[config.mk]
export PLATFORM = sky130hd
export DESIGN_NAME = pattern_seq_ctrl
export DESIGN_NICKNAME = d
export VERILOG_FILES = /design/src/rtl/pattern_seq_pkg.sv /design/src/rtl/pattern_seq_table.sv /design/src/rtl/pattern_seq_ctrl.sv
export SDC_FILE = /design/constraint.sdc
export NUM_CORES = 1
export LEC_CHECK = 0
export CORE_MARGIN = 3
export CORE_UTILIZATION = 63
export DETAILED_ROUTE_END_ITERATION = 8
export DONT_BUFFER_PORTS = 1
export PLACE_DENSITY = 0.79
export SLEW_MARGIN = 20
export SYNTH_ARGS = -nofsm -noshare
export SYNTH_HDL_FRONTEND = slang
export SYNTH_SLANG_ARGS = --single-unit
[constraint.sdc]
create_clock -name clk -period 2.4 [get_ports clk]
set_clock_uncertainty 0.05 [all_clocks]
set_input_delay 0.24 -clock clk [delete_from_list [all_inputs] [get_ports clk]]
set_output_delay 0.24 -clock clk [all_outputs]
set_load 0.01 [all_outputs]
[src/rtl/pattern_seq_pkg.sv]
// Shared types and constants for the pattern sequencer: FSM state encoding,
// table entry layout (40-bit {PAT, pulse_num, pulse_dessert, duty_num}).
package pattern_seq_pkg;

  localparam int unsigned ENTRY_W  = 40;

  localparam int unsigned DUTY_W   = 8;
  localparam int unsigned DUTY_LSB = 0;
  localparam int unsigned DES_W    = 16;
  localparam int unsigned DES_LSB  = 8;
  localparam int unsigned PNUM_W   = 8;
  localparam int unsigned PNUM_LSB = 24;
  localparam int unsigned PAT_W    = 8;
  localparam int unsigned PAT_LSB  = 32;

  typedef enum logic [2:0] {
    StIdle,
    StLoad,
    StArm,
    StWait,
    StDone
  } state_e;

  typedef struct packed {
    logic [PAT_W-1:0]  pat;
    logic [PNUM_W-1:0] pulse_num;
    logic [DES_W-1:0]  pulse_dessert;
    logic [DUTY_W-1:0] duty_num;
  } entry_t;

  function automatic entry_t unpack_entry(input logic [ENTRY_W-1:0] raw);
    entry_t e;
    e.duty_num      = raw[DUTY_LSB +: DUTY_W];
    e.pulse_dessert = raw[DES_LSB +: DES_W];
    e.pulse_num     = raw[PNUM_LSB +: PNUM_W];
    e.pat           = raw[PAT_LSB +: PAT_W];
    return e;
  endfunction

endpackage

[src/rtl/pattern_seq_table.sv]
// Pattern table: DEPTH x 40-bit register file, synchronous write,
// asynchronous read, cleared by synchronous reset.
module pattern_seq_table
  import pattern_seq_pkg::*;
#(
  parameter int unsigned DEPTH = 4
) (
  input  logic                     i_clk,
  input  logic                     i_rst,
  input  logic                     i_we,
  input  logic [$clog2(DEPTH)-1:0] i_waddr,
  input  logic [ENTRY_W-1:0]       i_wdata,
  input  logic [$clog2(DEPTH)-1:0] i_raddr,
  output logic [ENTRY_W-1:0]       o_rdata
);

  localparam int unsigned AW = $clog2(DEPTH);

  logic [ENTRY_W-1:0] r_mem [DEPTH];
  logic               w_wr_ok;
  logic               w_rd_ok;

  // Addresses past DEPTH only exist when DEPTH is not a power of two
  if (DEPTH == (1 << AW)) begin : g_full
    assign w_wr_ok = 1'b1;
    assign w_rd_ok = 1'b1;
  end else begin : g_part
    assign w_wr_ok = (32'(i_waddr) < DEPTH);
    assign w_rd_ok = (32'(i_raddr) < DEPTH);
  end

  // Storage: reset clears every entry, otherwise accept guarded writes
  always_ff @(posedge i_clk) begin
    if (i_rst) begin
      for (int unsigned i = 0; i < DEPTH; i++) begin
        r_mem[i] <= '0;
      end
    end else if (i_we && w_wr_ok) begin
      r_mem[i_waddr] <= i_wdata;
    end
  end

  assign o_rdata = w_rd_ok ? r_mem[i_raddr] : '0;

endmodule

[src/rtl/pattern_seq_ctrl.sv]
// Pattern sequence controller: plays table entries to a downstream pulse
// generator, one burst per entry, for a number of passes.
// Optional watchdog on WAIT enabled by defining PATTERN_SEQ_TIMEOUT_EN.
module pattern_seq_ctrl
  import pattern_seq_pkg::*;
#(
  parameter int unsigned DEPTH       = 4,
  parameter int unsigned _PAT_WIDTH  = 8,
  parameter int unsigned TIMEOUT_CYC = 65535
) (
  input  logic                     clk,
  input  logic                     rst,
  input  logic                     cfg_we,
  input  logic [$clog2(DEPTH)-1:0] cfg_addr,
  input  logic [ENTRY_W-1:0]       cfg_wdata,
  input  logic [$clog2(DEPTH):0]   seq_len,
  input  logic [7:0]               loop_num,
  input  logic                     start,
  input  logic                     stop,
  input  logic                     gen_busy,
  input  logic                     gen_valid,
  output logic                     pwm_en,
  output logic [7:0]               duty_num,
  output logic [15:0]              pulse_dessert,
  output logic [7:0]               pulse_num,
  output logic [_PAT_WIDTH-1:0]    PAT,
  output logic                     seq_busy,
  output logic                     seq_done,
  output logic [$clog2(DEPTH)-1:0] cur_idx,
  output logic                     seq_err
);

  localparam int unsigned AW = $clog2(DEPTH);
  localparam int unsigned LW = AW + 1;

  if (DEPTH < 2 || DEPTH > 16) begin : g_bad_depth
    $error("DEPTH must be in 2..16");
  end
  if (TIMEOUT_CYC < 1) begin : g_bad_timeout
    $error("TIMEOUT_CYC must be at least 1");
  end

  state_e            r_state, w_state_nxt;
  logic [AW-1:0]     r_idx, w_idx_nxt;
  logic [7:0]        r_pass_cnt, w_pass_nxt;
  logic              r_stop_lat, w_stop_nxt;
  logic              r_pwm_en, w_pwm_nxt;
  logic              w_load;
  logic [AW-1:0]     r_cur_idx;
  logic [7:0]        r_duty;
  logic [15:0]       r_des;
  logic [7:0]        r_pnum;
  logic [_PAT_WIDTH-1:0] r_pat;

  logic [ENTRY_W-1:0] w_rd_raw;
  entry_t             w_rd;
  logic [LW-1:0]      w_len;
  logic               w_last;
  logic               w_stop_seen;
  logic [7:0]         w_pass_inc;

  pattern_seq_table #(
    .DEPTH(DEPTH)
  ) u_table (
    .i_clk  (clk),
    .i_rst  (rst),
    .i_we   (cfg_we && (r_state == StIdle)),
    .i_waddr(cfg_addr),
    .i_wdata(cfg_wdata),
    .i_raddr(r_idx),
    .o_rdata(w_rd_raw)
  );

  assign w_rd        = unpack_entry(w_rd_raw);
  assign w_len       = (seq_len > LW'(DEPTH)) ? LW'(DEPTH) : seq_len;
  assign w_last      = (LW'(r_idx) + LW'(1)) >= w_len;
  assign w_stop_seen = r_stop_lat | stop;
  // Saturate so an infinite loop never wraps the pass counter
  assign w_pass_inc  = (r_pass_cnt == 8'hFF) ? 8'hFF : r_pass_cnt + 8'd1;

`ifdef PATTERN_SEQ_TIMEOUT_EN
  logic [31:0] r_to_cnt, w_to_nxt;
  logic        r_err, w_err_nxt;
`endif

  // Next-state and registered-output decode
  always_comb begin
    w_state_nxt = r_state;
    w_idx_nxt   = r_idx;
    w_pass_nxt  = r_pass_cnt;
    w_stop_nxt  = r_stop_lat;
    w_pwm_nxt   = 1'b0;
    w_load      = 1'b0;
`ifdef PATTERN_SEQ_TIMEOUT_EN
    w_to_nxt    = r_to_cnt;
    w_err_nxt   = r_err;
`endif
    unique case (r_state)
      StIdle: begin
        if (start && !stop && !gen_busy && (seq_len != '0)) begin
          w_state_nxt = StLoad;
          w_idx_nxt   = '0;
          w_pass_nxt  = '0;
          w_stop_nxt  = 1'b0;
`ifdef PATTERN_SEQ_TIMEOUT_EN
          w_err_nxt   = 1'b0;
`endif
        end
      end
      StLoad: begin
        if (stop) begin
          w_state_nxt = StDone;
        end else begin
          w_load      = 1'b1;
          w_state_nxt = StArm;
        end
      end
      StArm: begin
        if (stop) begin
          w_state_nxt = StDone;
        end else begin
          w_pwm_nxt   = 1'b1;
          w_state_nxt = StWait;
`ifdef PATTERN_SEQ_TIMEOUT_EN
          w_to_nxt    = '0;
`endif
        end
      end
      StWait: begin
        w_stop_nxt = w_stop_seen;
        // Infinite entries keep the generator enabled until a stop arrives
        w_pwm_nxt  = (r_pnum == '0) && !w_stop_seen;
        if (gen_valid) begin
          w_pwm_nxt = 1'b0;
          if (w_stop_seen) begin
            w_state_nxt = StDone;
          end else if (!w_last) begin
            w_idx_nxt   = r_idx + AW'(1);
            w_state_nxt = StLoad;
          end else begin
            w_pass_nxt = w_pass_inc;
            if ((loop_num != '0) && (w_pass_inc == loop_num)) begin
              w_state_nxt = StDone;
            end else begin
              w_idx_nxt   = '0;
              w_state_nxt = StLoad;
            end
          end
        end
`ifdef PATTERN_SEQ_TIMEOUT_EN
        else if ((r_pnum != '0) && (r_to_cnt >= TIMEOUT_CYC - 1)) begin
          w_err_nxt   = 1'b1;
          w_pwm_nxt   = 1'b0;
          w_state_nxt = StDone;
        end else begin
          w_to_nxt = r_to_cnt + 32'd1;
        end
`endif
      end
      StDone: begin
        w_state_nxt = StIdle;
      end
      default: begin
        w_state_nxt = StIdle;
      end
    endcase
  end

  // State, sequencing counters and the entry fields presented downstream
  always_ff @(posedge clk) begin
    if (rst) begin
      r_state    <= StIdle;
      r_idx      <= '0;
      r_pass_cnt <= '0;
      r_stop_lat <= 1'b0;
      r_pwm_en   <= 1'b0;
      r_cur_idx  <= '0;
      r_duty     <= '0;
      r_des      <= '0;
      r_pnum     <= '0;
      r_pat      <= '0;
    end else begin
      r_state    <= w_state_nxt;
      r_idx      <= w_idx_nxt;
      r_pass_cnt <= w_pass_nxt;
      r_stop_lat <= w_stop_nxt;
      r_pwm_en   <= w_pwm_nxt;
      if (w_load) begin
        r_cur_idx <= r_idx;
        r_duty    <= w_rd.duty_num;
        r_des     <= w_rd.pulse_dessert;
        r_pnum    <= w_rd.pulse_num;
        r_pat     <= _PAT_WIDTH'(w_rd.pat);
      end
    end
  end

`ifdef PATTERN_SEQ_TIMEOUT_EN
  // Watchdog counter and sticky error flag
  always_ff @(posedge clk) begin
    if (rst) begin
      r_to_cnt <= '0;
      r_err    <= 1'b0;
    end else begin
      r_to_cnt <= w_to_nxt;
      r_err    <= w_err_nxt;
    end
  end
  assign seq_err = r_err;
`else
  assign seq_err = 1'b0;
`endif

  assign pwm_en        = r_pwm_en;
  assign duty_num      = r_duty;
  assign pulse_dessert = r_des;
  assign pulse_num     = r_pnum;
  assign PAT           = r_pat;
  assign cur_idx       = r_cur_idx;
  assign seq_busy      = (r_state != StIdle);
  assign seq_done      = (r_state == StDone);

endmodule

# Word-level counts from Yosys, hierarchy flattened
# Memories as Yosys holds them, arrays and structs flattened. A register that Yosys moved wholly into a read port is not among the register bits.
# Index checks and enable logic that the tools add are counted.
[totals] register_bits=17 ramBits=160 output_inout_bits=46 wordCells=79 memories=1
[op_classes] addsub=3 magnitude_cmp=2 eq_ne=11 n_mux=35 bitwise=1 n_reduce_logical=20
[mem_list] name="u_table.r_mem" words=4 width=40 rd=1 rd_clocked_by_memory_dff=1 write_ports=4 line_no="pattern_seq_table.sv:19" source="logic [ENTRY_W-1:0] r_mem [DEPTH];"
[ops] operator="$mux 40" count=1
[ops] operator="$mux 8" count=5
[ops] operator="$reduce_or 40->1" count=1
[ops] operator="$mux 3" count=8
[ops] operator="$pmux 8 s2" count=1
[ops] operator="$mux 2" count=6
[ops] operator="$pmux 3 s4" count=1
[ops] operator="$mux 1" count=10
[ops] operator="$reduce_and 5->1" count=2
[ops] operator="$add 8x1->8 const B" count=1
[ops] operator="$eq 8x8->1" count=1
[ops] operator="$eq 8x8->1 const B" count=1
[ops] operator="$logic_not 8->1" count=1
[ops] operator="$reduce_bool 8->1" count=1
[ops] operator="$eq 3x2->1 const B" count=2
[ops] operator="$logic_and 1x1->1" count=6
[ops] operator="$ne 2x2->1 const B" count=3
[ops] operator="$reduce_bool 3->1" count=2
[ops] operator="$pmux 1 s2" count=2
[ops] operator="$pmux 2 s2" count=1
[ops] operator="$reduce_and 2->1" count=2
[ops] operator="$add 2x1->3 const B" count=1
[ops] operator="$eq 3x1->1 const B" count=1
[ops] operator="$eq 3x3->1 const B" count=1
[ops] operator="other kinds (9)" count=11

# Logic depth before layout (Yosys ltp)
# Gate-level depths: netlist of run 1.
[logic_depth] ltp_word=9 mapped_depth=10 mapped_depth_nobuf=9

# By module
# Synthesis of run 1 repeated with hierarchy kept, for this count alone.
[unflattened] cells_unflattened=751 hier_area_um2=9795.6
[modules_own_cells] mod="pattern_seq_table" instances=1 cells_per_inst=396 area_each_um2=7054.3 seq_area_each_um2=4804.6
[modules_own_cells] mod="pattern_seq_ctrl" instances=1 cells_per_inst=355 area_each_um2=2741.4 seq_area_each_um2=1141.1

# Least setup slack after synthesis of run 1
# Ideal clock, no wire load.
[synth_path] path_type="reg-to-reg" from="register r_idx[0]" to="register r_state[0]" t_arrival_ns=2.014 required_time_ns=2.233 path_slack_ns=0.219 stages_incl_launch_ff=9 path_buffers=0 synth_period_minus_slack_ns=2.181 cell_sequence="dfxtp_1 -> ha_1 -> ha_1 -> nand2_1 -> o21ai_0 -> o2111ai_1 -> nor4b_2 -> nand3_1 -> a22o_1"
[synth_via] elab_chain_cells=6
[synth_rtl] element="from (decl)" line_no="pattern_seq_ctrl.sv:44" source="logic [AW-1:0] r_idx, w_idx_nxt;"
[synth_rtl] element="from (signal assigned)" line_no="pattern_seq_ctrl.sv:184" source="r_idx <= w_idx_nxt;"
[synth_rtl] element="$add 2x1->3" line_no="pattern_seq_ctrl.sv:76" source="assign w_last = (LW'(r_idx) + LW'(1)) >= w_len;"
[synth_rtl] element="$ge 3x3->1" line_no="pattern_seq_ctrl.sv:76"
[synth_rtl] element="$mux 3" line_no="pattern_seq_ctrl.sv:137" source="end else if (!w_last) begin"
[synth_rtl] element="$mux 3" line_no="pattern_seq_ctrl.sv:135" source="if (w_stop_seen) begin"
[synth_rtl] element="$mux 3" line_no="pattern_seq_ctrl.sv:133" source="if (gen_valid) begin"
[synth_rtl] element="$pmux 3 s4" line_no="pattern_seq_ctrl.sv:98" source="unique case (r_state)"
[synth_rtl] element="to (signal assigned)" line_no="pattern_seq_ctrl.sv:172" source="r_state <= StIdle;"
[synth_rtl] element="to (signal assigned)" line_no="pattern_seq_ctrl.sv:183" source="r_state <= w_state_nxt;"
[synth_rtl] element="to (decl)" line_no="pattern_seq_ctrl.sv:43" source="state_e r_state, w_state_nxt;"
# Every way passes these cells. The select of a mux whose other input is x is not followed.
# A chain may end at the register's enable or synchronous reset.

# Worst setup path after layout of run 1
[layout_path] from="register r_idx[0]" to="register r_idx[1]"
[layout_via] elab_chain_cells=6
[layout_rtl] element="$add 2x1->3" line_no="pattern_seq_ctrl.sv:76"
[layout_rtl] element="$ge 3x3->1" line_no="pattern_seq_ctrl.sv:76"
[layout_rtl] element="$mux 2" line_no="pattern_seq_ctrl.sv:137"
[layout_rtl] element="$mux 2" line_no="pattern_seq_ctrl.sv:135"
[layout_rtl] element="$mux 2" line_no="pattern_seq_ctrl.sv:133"
[layout_rtl] element="$pmux 2 s2" line_no="pattern_seq_ctrl.sv:98"
# Parallel ways exist; a longest one is shown, timed or not. The select of a mux whose other input is x is not followed.

==> flow_metrics.py, run 1 <==
metrics = {
    "sta": {
        "hold_viol": 0,
        "worst_pin_slew_ns": 0.9921,
        "period_needed_ns": 2.283,
        "fin_ws_ns": 0.1172,
        "slew_viol_final": 0,
        "clock.fmax_ghz": 0.4381,
        "hold_ws_ns": 0.02529,
        "period_share": 0.9512,
        "setup-violations-final": 0,
        "relSlewSlack": 0.3386,
    },
    "power_and_ir_drop": {
        "irDropWorstVdd_v": 0.0005878,
        "pwr-share-comb": 0.053,
        "power_density_nw_per_um2": 727.9,
        "p_sw_w": 0.001683,
        "switching_share": 0.2081,
        "leakage_nw": 3.951,
        "p_seq_frac": 0.525,
        "pwr-share-clk": 0.423,
        "internal-power_w": 0.006404,
    },
    "global_routing": {
        "met1_usage": 0.3551,
        "grt.busiest_layer": "met2",
        "use_met2": 0.4659,
        "gr-usage-met3": 0.04544,
        "grt_pass1_wl_mm": 35.01,
        "overflow": 0,
        "grt_use_total": 0.2704,
        "antenna_found_initial": 0,
        "grt_pass1_vias": 6498,
        "grt_max_degree": 56,
    },
    "clocking": {
        "cts_tree": "built",
        "clkSinkCount": 217,
        "clk_pin_slew_ns": 0.06,
        "cts_buffers": 22,
        "cts_root_buffer": "clkbuf_16",
        "clockBufferDepth": 3,
        "htree_levels": 1,
        "clock_latency_ns": 0.49,
    },
    "logic_synthesis": {
        "yosysUniqueCellTypes": 59,
        "yosys_warnings": 0,
        "netlist.area_leader.share": 0.4974,
        "syn-mean-instance-area_um2": 12.73,
        "synth_cells": 759,
        "post-synth-top-area-cell": "edfxtp_1",
        "syn_nets": 824,
        "synth-edff-count": 160,
        "ys_ff_latch": 217,
        "synth.cell_area_um2": 9659,
        "synthArstFlopShare": 0,
        "synthTopCellsByCount": "and2_1, edfxtp_1, nand2_1, dfxtp_1, a21oi_1",
        "ys.flop_type": "edfxtp_1",
        "synthTopCellsByArea": "edfxtp_1, dfxtp_1, and2_1",
        "seq_area_frac_synth": 0.6155,
        "synth.most_common_cell": "and2_1",
    },
    "final_layout": {
        "regArea_um2": 5951,
        "multi_input_area_um2": 3480,
        "design_area_um2": 11110,
        "final_nets": 865,
        "drive_gt1_frac": 0.1483,
        "n_fill_cell": 945,
        "area_growth_pct": 15.01,
        "antennaDiodeCount": 0,
    },
    "floorplanning": {
        "die_y_um": 129.8,
        "num_rows": 44,
        "io_pins": 106,
        "start_util": 0.6547,
        "die_w_um": 129.8,
        "core_area_um2": 14750,
        "die-area_um2": 16850,
    },
    "status": {
        "outcome": "finished, final reports clean",
    },
    "critical_path": {
        "cp-end-kind": "flop",
        "reg2reg_depth": 9,
        "cp_data_required_time_ns": 2.75,
        "worstSetupPathType": "flop to flop",
        "startpoint_type": "flop",
        "cp_max_fo": 4,
        "critical_path_arrival_ns": 2.64,
    },
    "detailed_routing": {
        "vias": 6379,
        "first_iter_violations": 571,
        "post_drt_wl_per_cell_um": 22.37,
        "final_antenna_net_count": 0,
        "drt_wl_total_mm": 22.37,
        "drc_errors": 0,
        "first_pass_iters": 6,
        "via_per_inst": 6.379,
    },
    "placed_design": {
        "place_congestion": 0.8343,
        "placed_cell_area_um2": 9899,
        "dp_hpwl_mm": 12.84,
        "port_buffers": 0,
        "pre_cts_slack_ns": -0.01565,
    },
    "min_path": {
        "hold_class": "input port to flop",
        "hold_path_depth": 3,
    },
    "job": {
        "maxCapViolations": 0,
    },
}
-- registers in the layout, indices dropped and copies added (netlist names) --
| name | cells |
|---|---|
| duty_num | 8 |
| r_state | 3 |
| PAT | 8 |
| u_table.r_mem | 160 |
| cur_idx | 2 |
| pwm_en | 1 |
| r_idx | 2 |
| pulse_num | 8 |
| pulse_dessert | 16 |
| r_stop_lat | 1 |
| r_pass_cnt | 8 |
-- logic make-up after synthesis --
family	share of synthesized area
flops	0.6155
xor+xnor	0.001814
fa+ha+maj	0.006477
simple gates	0.1868
other cells	0.0003882
buf+inv	0.02824
compound gates	0.06645
mux	0.09430
-- final cells by class --
class / count / share of cell area
Tap cell: 184 / 0.02072
Inverter: 8 / 0.002703
Clock inverter: 12 / 0.01047
Timing Repair Buffer: 70 / 0.06194
Sequential cell: 217 / 0.5356
Clock buffer: 28 / 0.05530
Multi-Input combinational cell: 481 / 0.3132
-- per-layer routing --
metal | wire (µm) | up-vias
met5 | 0 | -
met4 | 535 | 0
met3 | 1600 | 46
met2 | 11430 | 283
met1 | 8807 | 3195
li1 | - | 2855
-- critical path, cell delays in order (launching register included) --
cell and delay (ns):
dfxtp_4 0.35, ha_1 0.34, ha_1 0.30, nand2_1 0.07, o21ai_2 0.15, o2111ai_1 0.15
nor4b_2 0.26, buf_4 0.18, nand4_1 0.11, a211oi_2 0.22
-- final timing paths --
check,start,endpoint,slack [ns]
min,stop,pwm_en,0.03
min reg2reg,PAT[4],PAT[4],0.45
max reg2reg,r_idx[0],r_idx[1],0.12
max,r_idx[0],r_idx[1],0.12
-- cell usage in the layout, fill, tap and decap left out, types with 4 or more instances in the layout --
master,n
edfxtp_1,160
nor3_1,4
a211oi_1,4
nand2_1,98
nor4_1,4
ha_1,5
dfxtp_1,55
clkinv_2,5
inv_1,8
and3_1,5
nand4_1,6
o21ai_0,9
nand3_1,8
a31oi_1,4
clkbuf_16,23
a21oi_1,56
dlygate4sd3_1,42
nor2_1,14
and2_1,162
mux4_2,40
buf_4,24
-- timing repair --
item	in CTS	in global routing
pin swaps	1	1
gates resized for setup	0	3
endpoints found under the hold margin	217	0
setup endpoints to repair	2	12
hold buffers	43	0
setup buffers	1	2
-- power groups by stage --
stage	Sequential (W)	Combinational [W]	Clock (W)
after global routing	0.00425	0.000462	0.00359
after CTS	0.00424	0.000420	0.00346
after detailed placement	0.00432	0.000321	0
after global placement	0.00431	0.000312	0
final	0.00424	0.000426	0.00342
after floorplan	0.00430	0.000237	0
-- metrics by stage --
stage,power (W),std cells,TNS (ns),utilization
2_1_floorplan,0.004539,759,0,-
3_3_place_gp,0.004618,914,0,0.6710
3_5_place_dp,0.004642,914,-0.01565,0.6710
4_1_cts,0.008120,998,0,0.7514
5_1_grt,0.008310,1000,-0.009583,0.7530
6_report,0.008087,1000,0,0.7530
Note: power is estimated with default switching activity, not from simulation.
==> run 2: changes to the inputs <==
--- a/config.mk
+++ b/config.mk
@@ -10,6 +10,7 @@
 export DETAILED_ROUTE_END_ITERATION = 8
 export DONT_BUFFER_PORTS = 1
 export PLACE_DENSITY = 0.79
+export REMOVE_ABC_BUFFERS = 1
 export SLEW_MARGIN = 20
 export SYNTH_ARGS = -nofsm -noshare
 export SYNTH_HDL_FRONTEND = slang
==> run 2 against run 1 <==
Effect of this change: clock-buffer cell count is 2 higher; highest routed layer unchanged; maximum frequency is 1.5% higher; global-route usage is 0.42 points lower; register-to-register slack better by 0.03 ns; die area stayed put; largest power group unchanged; cell area is 0.99% higher; routed wire length is 2.2% lower; worst setup slack better by 0.033 ns; via count is 2.9% lower.
==> flow_metrics.py, run 2 (synthesized netlist as in run 1, its figures left out) <==
metrics = {
    "status": {
        "outcome": "finished, final reports clean",
    },
    "sta": {
        "hold_viol": 0,
        "setup-violations-final": 0,
        "fin_ws_ns": 0.1505,
        "period_share": 0.9373,
        "period_needed_ns": 2.249,
        "hold_ws_ns": 0.02556,
        "relSlewSlack": 0.3709,
        "slew_viol_final": 0,
        "rsz0062_at_grt": "no",
        "clock.fmax_ghz": 0.4445,
        "worst_pin_slew_ns": 0.9436,
    },
    "clocking": {
        "clk_pin_slew_ns": 0.06,
        "clockBufferDepth": 3,
        "cts_root_buffer": "clkbuf_16",
        "clock_latency_ns": 0.51,
        "htree_levels": 1,
        "cts_buffers": 23,
        "cts_tree": "built",
        "clkSinkCount": 217,
    },
    "global_routing": {
        "grt_max_degree": 56,
        "grt_pass1_vias": 6482,
        "grt_use_total": 0.2662,
        "grt_pass1_wl_mm": 34.32,
        "antenna_found_initial": 0,
        "overflow": 0,
    },
    "floorplanning": {
        "core_area_um2": 14750,
        "die_w_um": 129.8,
        "die-area_um2": 16850,
        "die_y_um": 129.8,
        "num_rows": 44,
        "start_util": 0.6547,
        "io_pins": 106,
    },
    "final_layout": {
        "regMostFlops": "u_table.r_mem",
        "largest_reg_flops": 160,
        "final_util": 0.7604,
        "final_common_cell": "and2_1",
        "design_area_um2": 11220,
        "final_nets": 864,
        "drive_gt1_frac": 0.1483,
        "area_growth_pct": 16.15,
        "multi_input_area_um2": 3476,
        "antennaDiodeCount": 0,
        "regArea_um2": 5951,
        "n_fill_cell": 901,
        "final_cell_mix": "and2_1, edfxtp_1, nand2_1, a21oi_1, dfxtp_1",
    },
    "detailed_routing": {
        "first_iter_violations": 460,
        "via_per_inst": 6.193,
        "post_drt_wl_per_cell_um": 21.88,
        "drc_errors": 0,
        "drt_wl_total_mm": 21.88,
        "final_antenna_net_count": 0,
        "first_pass_iters": 5,
        "vias": 6193,
    },
    "critical_path": {
        "critPathLaunch": "r_idx[0]",
        "cp_max_fo": 4,
        "critPathCapture": "r_idx[1]",
        "cp_data_required_time_ns": 2.76,
        "rr_startpoint": "r_idx[0]",
        "reg2reg_depth": 9,
        "critical_path_arrival_ns": 2.61,
        "rrSetupSlack_ns": 0.15,
        "startpoint_type": "flop",
        "cp-end-kind": "flop",
        "worstSetupPathType": "flop to flop",
        "r2r-end": "r_idx[1]",
    },
    "placed_design": {
        "dp_hpwl_mm": 12.76,
        "placed_cell_area_um2": 9980,
        "port_buffers": 0,
        "place_congestion": 0.8430,
        "pre_cts_slack_ns": -0.05631,
    },
    "job": {
        "maxCapViolations": 0,
    },
    "min_path": {
        "hold_class": "input port to flop",
    },
    "power_and_ir_drop": {
        "irDropWorstVdd_v": 0.0007647,
        "leakage_nw": 3.987,
        "power_density_nw_per_um2": 738.1,
    },
}
## run 2: cell count changes in the layout (fill, tap and decap cells not counted), moves of 2 or more
cell,change
clkbuf_1,-2
clkinv_2,-2
clkbuf_8,+4
buf_4,-8
buf_12,+6
## run 2: repair_timing
action / in CTS / in global routing
endpoints found under the hold margin: 217 / 0
buffers inserted: 1 / 0
pin swaps: 1 / 0
gates resized for setup: 0 / 1
hold buffers: 43 / 0
endpoints found under the setup margin: 3 / 5
## run 2: metrics by stage
step                      TNS [ns]  total power [W]  cells
final                            0         0.008281   1000
after global routing             0         0.008525   1000
after CTS                        0         0.008323   1000
after detailed placement   -0.1018         0.004665    914
after global placement           0         0.004639    914
after floorplan             -95.34         0.004513    706
## run 2: critical path, stage by stage (launching register included)
cell       delay, ns
dfxtp_4         0.35
ha_1            0.33
ha_1            0.29
nand2_1         0.05
o21ai_1         0.20
o2111ai_1       0.17
nor4b_2         0.24
buf_4           0.17
nand4_1         0.09
a211oi_1        0.22
## run 2: worst min path at each step
stage	start	end	slack, ns	depth (start not counted)
finish	rst	PAT[7]	0.03	2
floorplan	rst	r_pass_cnt[6]	0.25	1
global route	rst	PAT[7]	0.04	2
detailed placement	rst	pulse_num[5]	0.27	1
CTS	rst	PAT[7]	0.02	2
global placement	rst	r_idx[0]	0.26	1
## run 2: cell type report
| class | instances | area share |
|---|---|---|
| Timing Repair Buffer | 68 | 0.06669 |
| Tap cell | 184 | 0.02052 |
| Clock inverter | 12 | 0.01093 |
| Inverter | 8 | 0.002676 |
| Sequential cell | 217 | 0.5304 |
| Multi-Input combinational cell | 481 | 0.3098 |
| Clock buffer | 30 | 0.05899 |
## run 2: where the power goes
| part | internal, W | leakage, nW | switching [W] |
|---|---|---|---|
| registers | 0.00419 | 2.14 | 0.0000523 |
| clock network | 0.00216 | 0.380 | 0.00144 |
| logic | 0.000194 | 1.47 | 0.000245 |
## run 2: layer usage
| layer | up-vias | global-route usage | share of wire |
|---|---|---|---|
| met5 | - | 0 | 0 |
| met4 | 0 | 0.07152 | 0.017 |
| met3 | 37 | 0.04830 | 0.080 |
| met2 | 262 | 0.4628 | 0.51 |
| met1 | 3051 | 0.3499 | 0.39 |
| li1 | 2843 | - | - |
==> run 3: changes to the inputs <==
--- a/config.mk
+++ b/config.mk
@@ -5,11 +5,11 @@
 export SDC_FILE = /design/constraint.sdc
 export NUM_CORES = 1
 export LEC_CHECK = 0
-export CORE_MARGIN = 3
-export CORE_UTILIZATION = 63
+export CORE_MARGIN = 2
+export CORE_UTILIZATION = 48
 export DETAILED_ROUTE_END_ITERATION = 8
 export DONT_BUFFER_PORTS = 1
-export PLACE_DENSITY = 0.79
+export PLACE_DENSITY = 0.61
 export REMOVE_ABC_BUFFERS = 1
 export SLEW_MARGIN = 20
 export SYNTH_ARGS = -nofsm -noshare
==> run 3 against run 2 <==
Effect of this change: worst hold slack improved by 0.0030 ns; combinational power decreased by 2%; highest routed layer unchanged; flip-flop and latch count unchanged; sequential share of layout area decreased by 0.48 points.
==> flow_metrics.py, run 3 (synthesized netlist as in run 1, its figures left out) <==
metrics = {
    "clocking": {
        "cts_buffers": 24,
        "htree_levels": 1,
        "cts_setup_buffers": 0,
        "clkSinkCount": 217,
        "clockBufferDepth": 3,
        "cts_root_buffer": "clkbuf_16",
        "clock_latency_ns": 0.51,
        "clk_pin_slew_ns": 0.06,
        "cts_tree": "built",
    },
    "critical_path": {
        "cp_data_required_time_ns": 2.75,
        "cp-end-kind": "flop",
        "worstSetupPathType": "flop to flop",
        "critical_path_arrival_ns": 2.55,
        "cp_max_fo": 4,
        "startpoint_type": "flop",
    },
    "final_layout": {
        "area_growth_pct": 17.21,
        "regArea_um2": 5951,
        "multi_input_area_um2": 3516,
        "final_common_cell": "and2_1",
        "final_nets": 864,
        "n_fill_cell": 1623,
        "fin_cells": 1084,
        "final_cell_mix": "and2_1, edfxtp_1, nand2_1, a21oi_1, dfxtp_1",
        "design_area_um2": 11320,
        "regMostFlops": "u_table.r_mem",
        "largest_reg_flops": 160,
        "drive_gt1_frac": 0.1530,
    },
    "global_routing": {
        "grt_pass1_wl_mm": 34.80,
        "antenna_found_initial": 1,
        "overflow": 0,
        "grt_pass1_vias": 6182,
        "grt_max_degree": 56,
        "grt_use_total": 0.2076,
    },
    "sta": {
        "fin_setup_tns_ns": 0,
        "hold_viol": 0,
        "rsz0062_at_grt": "no",
        "period_share": 0.9144,
        "fin_ws_ns": 0.2055,
        "period_needed_ns": 2.194,
        "relSlewSlack": 0.3518,
        "slew_viol_final": 0,
        "setup-violations-final": 0,
        "worst_pin_slew_ns": 0.9723,
        "clock.fmax_ghz": 0.4557,
    },
    "placed_design": {
        "dp_hpwl_mm": 12.47,
        "dp.cells": 995,
        "place_congestion": 0.8691,
        "pre_cts_slack_ns": -0.04258,
        "placed_cell_area_um2": 10040,
        "port_buffers": 0,
    },
    "floorplanning": {
        "die_w_um": 145.9,
        "die-area_um2": 21270,
        "core_area_um2": 19590,
        "num_rows": 51,
        "die_y_um": 145.9,
        "io_pins": 106,
        "start_util": 0.4931,
    },
    "status": {
        "outcome": "finished, final reports clean",
    },
    "power_and_ir_drop": {
        "irDropWorstVdd_v": 0.0005011,
        "leakage_nw": 3.974,
        "power_w": 0.008277,
        "power_density_nw_per_um2": 731.0,
    },
    "detailed_routing": {
        "first_iter_violations": 390,
        "final_antenna_net_count": 0,
        "drt_wl_total_mm": 21.95,
        "first_pass_iters": 6,
        "via_per_inst": 5.658,
        "post_drt_wl_per_cell_um": 20.24,
        "vias": 6133,
        "drc_errors": 0,
    },
    "min_path": {
        "hold_class": "input port to flop",
    },
    "job": {
        "maxCapViolations": 0,
    },
}
-- run 3: area by class of cell --
| class | count | share of cell area |
|---|---|---|
| flip-flops and latches | 217 | 0.5256 |
| multi-input cells | 481 | 0.3105 |
| repair buffers | 67 | 0.06211 |
| clock buffers | 33 | 0.05968 |
| well taps | 265 | 0.02929 |
| clock inverters | 11 | 0.009725 |
| inverters | 8 | 0.002652 |
| diodes | 2 | 0.0004420 |
-- run 3: path summary, 6_finish.rpt --
check	startpoint	cells after the start	endpoint	slack (ns)
max	r_idx[0]	8	r_state[0]	0.21
min	rst	2	r_idx[1]	0.03
max reg2reg	r_idx[0]	8	r_state[0]	0.21
min reg2reg	pulse_dessert[3]	2	pulse_dessert[3]	0.45
-- run 3: power breakdown --
group	switching (W)	leakage (nW)	total, W	internal [W]
clock network	0.00143	0.385	0.00361	0.00218
registers	0.0000444	2.14	0.00424	0.00419
logic	0.000243	1.45	0.000429	0.000186
total	0.00172	3.97	0.00828	0.00656
-- run 3: worst max-delay path, cell delays in order (launching register included) --
cell	delay, ns
dfxtp_4	0.36
ha_4	0.24
ha_1	0.28
nand2_1	0.06
o21ai_2	0.20
o2111ai_2	0.17
nor4b_4	0.39
nand3_1	0.12
a22o_1	0.21
-- run 3: repair_timing --
item,in CTS,in global routing
pin swaps,1,2
hold buffers,43,0
gates resized for setup,0,7
endpoints found under the setup margin,2,7
hold endpoints to repair,217,0
-- run 3: layer usage --
layer / vias up / GRT usage / part of all wire
met5: - / 0 / 0
met4: 0 / 0.05000 / 0.014
met3: 33 / 0.04828 / 0.083
met2: 245 / 0.3387 / 0.48
met1: 3019 / 0.2843 / 0.42
li1: 2836 / - / -
-- run 3: stage by stage --
stage / util / hold slack (ns)
3_5_place_dp: 0.5127 / 0.2659
4_1_cts: 0.5757 / 0.01871
6_report: 0.5780 / 0.02857
3_3_place_gp: 0.5127 / 0.2607
5_1_grt: 0.5778 / 0.03488
2_1_floorplan: - / 0.2546
